--- config.mk ---
export PLATFORM = sky130hd
export DESIGN_NAME = uart_tx_tick
export DESIGN_NICKNAME = d
export VERILOG_FILES = /design/src/rtl/uart_tx_tick.sv
export SDC_FILE = /design/constraint.sdc
export NUM_CORES = 1
export LEC_CHECK = 0
export ABC_CLOCK_PERIOD_IN_PS = 2940
export BUFFER_PORTS_ARGS = -buffer_cell sky130_fd_sc_hd__buf_4
export CORE_ASPECT_RATIO = 1.1
export CORE_MARGIN = 1
export CORE_UTILIZATION = 25
export CTS_CLUSTER_SIZE = 25
export DETAILED_ROUTE_END_ITERATION = 7
export PLACE_DENSITY = 0.51
export SYNTH_ARGS = -nofsm -noshare
export SYNTH_HDL_FRONTEND = slang
export SYNTH_SLANG_ARGS = --single-unit
--- constraint.sdc ---
create_clock -name clk -period 2.94 [get_ports clk]
set_input_delay 0.294 -clock clk [delete_from_list [all_inputs] [get_ports clk]]
set_output_delay 0.294 -clock clk [all_outputs]
set_load 0.02 [all_outputs]
--- src/rtl/uart_tx_tick.sv ---
// Tick-paced UART transmitter: start bit, DBIT data bits LSB-first, optional parity, stop.
// The tx line is registered from the next-state line value, so it moves with the state register.
module uart_tx_tick #(
  parameter int DBIT       = 8,
  parameter int SB_TICK    = 16,
  parameter int PARITY_EN  = 0,
  parameter int PARITY_ODD = 0
) (
  input  logic            clk,
  input  logic            reset,
  input  logic            s_tick,
  input  logic            tx_start,
  input  logic [DBIT-1:0] din,
  output logic            tx_ready,
  output logic            tx_done_tick,
  output logic            tx
);

  localparam int SMAX = (SB_TICK > 16) ? SB_TICK : 16;
  localparam int SW   = $clog2(SMAX);
  localparam int NW   = (DBIT > 1) ? $clog2(DBIT) : 1;

  typedef enum logic [2:0] {IDLE, START, DATA, PARITY, STOP} state_t;

  state_t          state_reg, state_next;
  logic [SW-1:0]   s_reg, s_next;
  logic [NW-1:0]   n_reg, n_next;
  logic [DBIT-1:0] b_reg, b_next;
  logic            par_reg, par_next;
  logic            tx_reg, tx_next;
  logic            done_reg, done_next;

  always_ff @(posedge clk) begin
    if (reset) begin
      state_reg <= IDLE;
      s_reg     <= '0;
      n_reg     <= '0;
      b_reg     <= '0;
      par_reg   <= 1'b0;
      tx_reg    <= 1'b1;
      done_reg  <= 1'b0;
    end else begin
      state_reg <= state_next;
      s_reg     <= s_next;
      n_reg     <= n_next;
      b_reg     <= b_next;
      par_reg   <= par_next;
      tx_reg    <= tx_next;
      done_reg  <= done_next;
    end
  end

  always_comb begin
    state_next = state_reg;
    s_next     = s_reg;
    n_next     = n_reg;
    b_next     = b_reg;
    par_next   = par_reg;
    done_next  = 1'b0;
    case (state_reg)
      IDLE: begin
        if (tx_start) begin
          state_next = START;
          s_next     = '0;
          b_next     = din;
          par_next   = (^din) ^ (PARITY_ODD != 0);
        end
      end
      START: begin
        if (s_tick) begin
          if (s_reg == SW'(15)) begin
            state_next = DATA;
            s_next     = '0;
            n_next     = '0;
          end else begin
            s_next = s_reg + SW'(1);
          end
        end
      end
      DATA: begin
        if (s_tick) begin
          if (s_reg == SW'(15)) begin
            s_next = '0;
            b_next = b_reg >> 1;
            if (n_reg == NW'(DBIT - 1))
              state_next = (PARITY_EN != 0) ? PARITY : STOP;
            else
              n_next = n_reg + NW'(1);
          end else begin
            s_next = s_reg + SW'(1);
          end
        end
      end
      PARITY: begin
        if (s_tick) begin
          if (s_reg == SW'(15)) begin
            state_next = STOP;
            s_next     = '0;
          end else begin
            s_next = s_reg + SW'(1);
          end
        end
      end
      STOP: begin
        if (s_tick) begin
          if (s_reg == SW'(SB_TICK - 1)) begin
            state_next = IDLE;
            s_next     = '0;
            done_next  = 1'b1;
          end else begin
            s_next = s_reg + SW'(1);
          end
        end
      end
      default: state_next = IDLE;
    endcase
  end

  // Line value follows the state being entered, using the shift register as it will be loaded.
  always_comb begin
    tx_next = 1'b1;
    case (state_next)
      IDLE:    tx_next = 1'b1;
      START:   tx_next = 1'b0;
      DATA:    tx_next = b_next[0];
      PARITY:  tx_next = par_next;
      STOP:    tx_next = 1'b1;
      default: tx_next = 1'b1;
    endcase
  end

  assign tx_ready     = (state_reg == IDLE);
  assign tx_done_tick = done_reg;
  assign tx           = tx_reg;

endmodule

==> flow_metrics.env, run 1 <==
export IMPL_status="finished clean"
export IMPL_drt_wirelength_per_cell_um=12.6
export IMPL_dieHeight_um=72.2
export IMPL_ys_seq_area_share_pct=37.6
export IMPL_drive_gt1_share_pct=19.1
export IMPL_power_density_nw_per_um2=443
export IMPL_synth_top_area_cell="dfxtp_1"
export IMPL_grtUsageTotal_pct=11.0
export IMPL_portBuffers=14
export IMPL_area_growth_pct=17.6
export IMPL_final_nets=157
export IMPL_met3_usage_pct=2.04
export IMPL_regArea_um2=420
export IMPL_dpl_hpwl_um=1740
export IMPL_critical_path_max_stage_delay_ns=0.36
export IMPL_r2r_end="n_reg[0]"
export IMPL_crit_type="reg -> reg"
export IMPL_finalMaxSlewViolations=0
export IMPL_synth_edf_count=0
export IMPL_cts_tree="yes"
export IMPL_vias=977
export IMPL_syn_num_nets=143
export IMPL_r2r_setup_slack_ns=1.10
export IMPL_async_flop_share_pct=0
export IMPL_cts_resized=0
export IMPL_irDropWorstVdd_mv=0.137
export IMPL_crit_path_end="n_reg[0]"
export IMPL_crit_slowest_cell="or3b_1"
export IMPL_core_area_um2=4290
export IMPL_die_area_um2=4750
export IMPL_drt_iter0_drc=26
export IMPL_path_cells="ha_1 > ha_1 > or3b_1 > a211oi_2 > mux2i_1 > nor2_1"
export IMPL_slew_headroom_pct=62.6
export IMPL_rows=25
export IMPL_timing_final_crit_share_pct=62.5
export IMPL_cp_common_cell="ha_1"
export IMPL_multi_input_area_um2=653
export IMPL_synth_area_um2=1120
export IMPL_period_minus_slack_ns=1.84
export IMPL_skew_ns=0.00383
export IMPL_post_cts_buffers=0
export IMPL_r2r_start="n_reg[0]"
export IMPL_syn_avg_cell_area_um2=8.74
export IMPL_arrival_ns=1.99
export IMPL_setup_violations=0
export IMPL_drt_first_pass_iters=4
export IMPL_drv_cap=0
export IMPL_drc=0
export IMPL_synthCells=128
export IMPL_utilization_pct=30.7
export IMPL_clock_sinks=21
export IMPL_ys_ff_latch=21
export IMPL_routed_wl_um=2460
export IMPL_die_x_um=65.8
export IMPL_timing_final_hold_violations=0
export IMPL_rsz0062_at_grt="no"
export IMPL_cp_startpoint="n_reg[0]"
export IMPL_cp_depth=6
export IMPL_ys_flop_type="dfxtp_1"
export IMPL_synth_cell_type_count=39
export IMPL_clockBufferDepth=2
export IMPL_critPathRequiredTime_ns=3.09
export IMPL_ctsHoldBuffers=0
export IMPL_grt_busiest_layer="met2"
export IMPL_grt_overflow=0
export IMPL_diodes=0
export IMPL_worstSkewPairLatency_ns=0.26
export IMPL_grt_use_met1_pct=14.1
export IMPL_cts_root_buf="clkbuf_8"
export IMPL_fmax_mhz=544
export IMPL_startpoint_type="register"
export IMPL_largest_reg_flops=8
export IMPL_n_fill_cell=455
export IMPL_use_met2_pct=17.9
export IMPL_first_global_vias=894
export IMPL_initial_core_util_pct=26.1
export IMPL_drtAntennaViolNets=0
export IMPL_viasPerCell=5.01
export IMPL_endpoint_kind="register"
export IMPL_grt_first_pass_wirelength_um=4050
export IMPL_cp_max_fo=5
export IMPL_worst_slew_pin_transition_ns=0.558
export IMPL_htreeDepth=1
export IMPL_p_leak_nw=0.488
export IMPL_place_congestion=0.674
export IMPL_clkTransAtPathRegs_ns=0.08
export IMPL_synth_area_leaders="dfxtp_1, a21oi_1, xnor2_1"
export IMPL_crit_buf_inv=0
export IMPL_reg2reg_depth=6
export IMPL_hold_class="in -> reg"
export IMPL_grt_max_degree=22
export IMPL_cp_top_family="simple AND/OR/NAND/NOR gates"
export IMPL_antenna_found_initial=0
export IMPL_synth_warnings=0
export IMPL_synth_top_area_share_pct=37.6
export IMPL_cts_made_buffers=3
export IMPL_timing_setup_tns_ns=0
export IMPL_min_path_cells=3
export IMPL_io_pins=15
[worst min-delay path, stage by stage]
cell	delay [ns]
buf_4	0.12
nand2_1	0.05
a21oi_1	0.05
[how the worst min path moves through the flow]
stage               startpoint        to  slack (ns)
floorplan                reset        tx        0.39
global placement      n_reg[1]  n_reg[1]        0.46
detailed placement    b_reg[1]  b_reg[1]        0.47
CTS                     din[7]  b_reg[7]        0.29
global route            din[7]  b_reg[7]        0.30
finish                  din[7]  b_reg[7]        0.30
[power breakdown]
part | total (mW) | switching [mW] | internal (mW) | leakage, nW
logic | 0.0875 | 0.0460 | 0.0415 | 0.291
registers | 0.305 | 0.00861 | 0.296 | 0.171
clock network | 0.190 | 0.0959 | 0.0944 | 0.0255
total | 0.582 | 0.151 | 0.432 | 0.488
[layout make-up]
type / instances / share of cell area [%]
clock inverter: 1 / 0.381
multi-input combinational: 97 / 49.7
inverter: 4 / 1.14
timing repair buffer: 15 / 8.56
clock buffer: 3 / 3.14
tap: 54 / 5.14
sequential: 21 / 32.0
[per-layer routing]
layer	wire, µm	part of all wire [%]	vias to the layer above
met1	1220	50	464
li1	-	-	495
met3	81	3.3	2
met2	1130	46	16
met5	0	0	-
met4	24	0.98	0
[cells by family (layout without fill, tap and decap cells)]
kind of cell	Yosys count	after routing	share of synthesized area [%]
mux	3	3	2.68
compound gates	43	43	24.9
fa+ha+maj	3	3	3.36
simple gates	41	41	21.9
buf+inv	10	23	4.03
xor+xnor	7	7	5.48
flops	21	21	37.6
[metrics by stage]
step	std cells	setup slack [ns]	power (mW)	instance area [µm²]	hold WS (ns)
final	195	1.10	0.582	1320	0.295
after global routing	195	0.981	0.613	1320	0.302
after CTS	195	1.08	0.592	1320	0.286
after detailed placement	191	1.10	0.399	1270	0.468
after global placement	191	1.18	0.397	1270	0.462
after floorplan	128	1.21	0.367	1120	0.395
[Yosys cell counts, drive strengths merged (2+ instances only)]
master and n:
a211oi 2, a21oi 13, a22oi 6, a31oi 3, buf 4, clkbuf 2, dfxtp 21, ha 3
inv 4, mux2i 3, nand2 4, nand2b 3, nand3 4, nand4 3, nor2 15, nor2b 2
o21ai 11, or3 3, or3b 2, xnor2 7
[cell usage in the layout (no fill, tap or decap), types with 3 or more instances in the layout]
| cell | netlist | layout |
|---|---|---|
| dfxtp_1 | 21 | 21 |
| buf_4 | 1 | 15 |
| nor2_1 | 13 | 13 |
| a21oi_1 | 13 | 13 |
| o21ai_0 | 9 | 9 |
| xnor2_1 | 7 | 7 |
| a22oi_1 | 6 | 6 |
| inv_1 | 4 | 4 |
| nand2_1 | 4 | 4 |
| nand3_1 | 4 | 4 |
| mux2i_1 | 3 | 3 |
| nand2b_1 | 3 | 3 |
| a31oi_1 | 3 | 3 |
| ha_1 | 3 | 3 |
| clkbuf_8 | 0 | 3 |
Power figures use the tool's default switching activity.
==> run 2, diff against run 1 <==
- ABC_AREA: not set -> 1
- ABC_CLOCK_PERIOD_IN_PS: 2940 -> 1800
- clock period: 2.94 -> 1.8 ns (I/O delays scaled with it)
==> flow_metrics.env, run 2 <==
export IMPL_rows=26
export IMPL_timing_final_crit_share_pct=83.0
export IMPL_drv_cap=0
export IMPL_core_area_um2=4750
export IMPL_cts_tree="yes"
export IMPL_synth_area_um2=1260
export IMPL_cp_max_fo=9
export IMPL_dieHeight_um=76.6
export IMPL_timing_setup_tns_ns=0
export IMPL_yosys_top_cells_count="nand2_1, inv_1, dfxtp_1, nor2_1, a21oi_1"
export IMPL_skew_ns=0.00349
export IMPL_drive_gt1_share_pct=17.1
export IMPL_grt_max_degree=16
export IMPL_hold_class="in -> reg"
export IMPL_cts_root_buf="clkbuf_8"
export IMPL_area_growth_pct=17.2
export IMPL_arrival_ns=1.65
export IMPL_worst_slew_pin_transition_ns=0.363
export IMPL_clockBufferDepth=2
export IMPL_vias=1194
export IMPL_grt_overflow=0
export IMPL_path_cells="ha_1 > nand3_1 > inv_2 > nand2_2 > inv_1 > nand2_1 > nand3_1 > nand2_1 > nand2_1 > nand3_1"
export IMPL_async_flop_share_pct=0
export IMPL_utilization_pct=31.2
export IMPL_syn_num_nets=215
export IMPL_drtAntennaViolNets=0
export IMPL_critPathRequiredTime_ns=1.95
export IMPL_fmax_mhz=669
export IMPL_clock_sinks=21
export IMPL_grt_first_pass_wirelength_um=4590
export IMPL_synth_cell_type_count=27
export IMPL_ctsHoldBuffers=0
export IMPL_final_common_cell="nand2_1"
export IMPL_rsz0062_at_grt="no"
export IMPL_io_pins=15
export IMPL_slew_headroom_pct=75.7
export IMPL_synth_area_leaders="dfxtp_1, nand2_1, inv_1"
export IMPL_power_total_mw=1.01
export IMPL_irDropWorstVdd_mv=0.230
export IMPL_startpoint_type="register"
export IMPL_layout_setup_ws_ns=0.306
export IMPL_die_area_um2=5350
export IMPL_antenna_found_initial=0
export IMPL_cts_resized=0
export IMPL_setup_violations=0
export IMPL_ys_flop_type="dfxtp_1"
export IMPL_routed_wl_um=2620
export IMPL_status="finished clean"
export IMPL_synth_warnings=0
export IMPL_critical_path_max_stage_delay_ns=0.37
export IMPL_crit_type="reg -> reg"
export IMPL_initial_core_util_pct=26.6
export IMPL_viasPerCell=4.37
export IMPL_synth_top_area_share_pct=33.2
export IMPL_cts_made_buffers=3
export IMPL_synth_most_common_cell="nand2_1"
export IMPL_grtUsageTotal_pct=10.6
export IMPL_drt_iter0_drc=88
export IMPL_first_global_vias=1063
export IMPL_portBuffers=14
export IMPL_place_congestion=0.782
export IMPL_period_minus_slack_ns=1.49
export IMPL_drc=0
export IMPL_post_dp_cell_area_um2=1440
export IMPL_timing_hold_ws_ns=0.202
export IMPL_worstSkewPairLatency_ns=0.26
export IMPL_ys_ff_latch=21
export IMPL_die_x_um=69.8
export IMPL_dpl_hpwl_um=2040
export IMPL_endpoint_kind="register"
export IMPL_clkTransAtPathRegs_ns=0.08
export IMPL_timing_final_hold_violations=0
export IMPL_p_leak_nw=0.781
export IMPL_fin_cells=273
export IMPL_power_density_nw_per_um2=680
export IMPL_synth_edf_count=0
export IMPL_synth_top_area_cell="dfxtp_1"
export IMPL_diodes=0
export IMPL_crit_buf_inv=2
export IMPL_finalMaxSlewViolations=0
export IMPL_drt_first_pass_iters=4
export IMPL_htreeDepth=1
export IMPL_place_ws_ns=0.320
export IMPL_final_nets=233
export IMPL_synthCells=200
export IMPL_ys_seq_area_share_pct=33.2
export IMPL_n_fill_cell=541
export IMPL_post_place_cells=269
export IMPL_crit_slowest_cell="dfxtp_1"
export IMPL_fin_area_um2=1480
export IMPL_syn_avg_cell_area_um2=6.32
export IMPL_cp_top_family="simple AND/OR/NAND/NOR gates"
export IMPL_drt_wirelength_per_cell_um=9.59
export IMPL_largest_reg_flops=8
export IMPL_layout_common_cells="nand2_1, inv_1, nor2_1, dfxtp_1, a21oi_1"
export IMPL_post_cts_buffers=0
==> run 2: changes by cell type in the layout (fill, tap and decap cells not counted), sizes merged, moves of 4 or more <==
cell   change
nand2     +63
a22oi      -6
o22ai      +6
nand3      +7
nor2       +7
xnor2      -6
o21ai      -4
inv       +30
==> run 2: final cells by class <==
type	instances	area [µm²]	area share, %
multi-input combinational	144	713	48.1
sequential	21	420	28.4
inverter	34	128	8.61
timing repair buffer	14	105	7.09
tap	56	70.1	4.73
clock buffer	3	41.3	2.78
clock inverter	1	5.00	0.338
==> run 2: worst paths after layout <==
| path | from | end | slack, ns | depth (start not counted) |
|---|---|---|---|---|
| hold / removal | din[7] | b_reg[7] | 0.20 | 3 |
| hold reg to reg | n_reg[1] | n_reg[1] | 0.47 | 2 |
| setup reg to reg | s_reg[0] | tx | 0.31 | 10 |
| setup / recovery | s_reg[0] | tx | 0.31 | 10 |
==> run 2: layer usage <==
layer	vias up	part of all wire [%]	global-route usage, %
met3	5	1.7	1.19
met1	508	51	14.6
met4	0	2.0	5.40
met2	16	45	16.3
li1	665	-	-
met5	-	0	0
==> run 2: kinds of logic (layout without fill, tap and decap cells) <==
| kind of cell | Yosys count | in the layout | share of synthesized area (%) |
|---|---|---|---|
| xor gates and xnor gates | 2 | 2 | 1.39 |
| AOI/OAI and AO/OA | 33 | 33 | 15.0 |
| DFF | 21 | 21 | 33.2 |
| and+or+nand+nor | 106 | 106 | 37.0 |
| buffers and inverters | 35 | 52 | 10.4 |
| adders and majority gates | 3 | 3 | 2.97 |
==> run 2: tightest hold or removal path, cell delays in order <==
cell	delay [ns]
buf_4	0.12
nand2_1	0.06
a21oi_1	0.06
==> run 2: report_power, final <==
part           internal (mW)  leakage (nW)  total, mW  switching [mW]
clock network          0.154        0.0255      0.309           0.155
registers              0.489         0.172      0.502          0.0135
logic                 0.0779         0.584      0.197           0.119
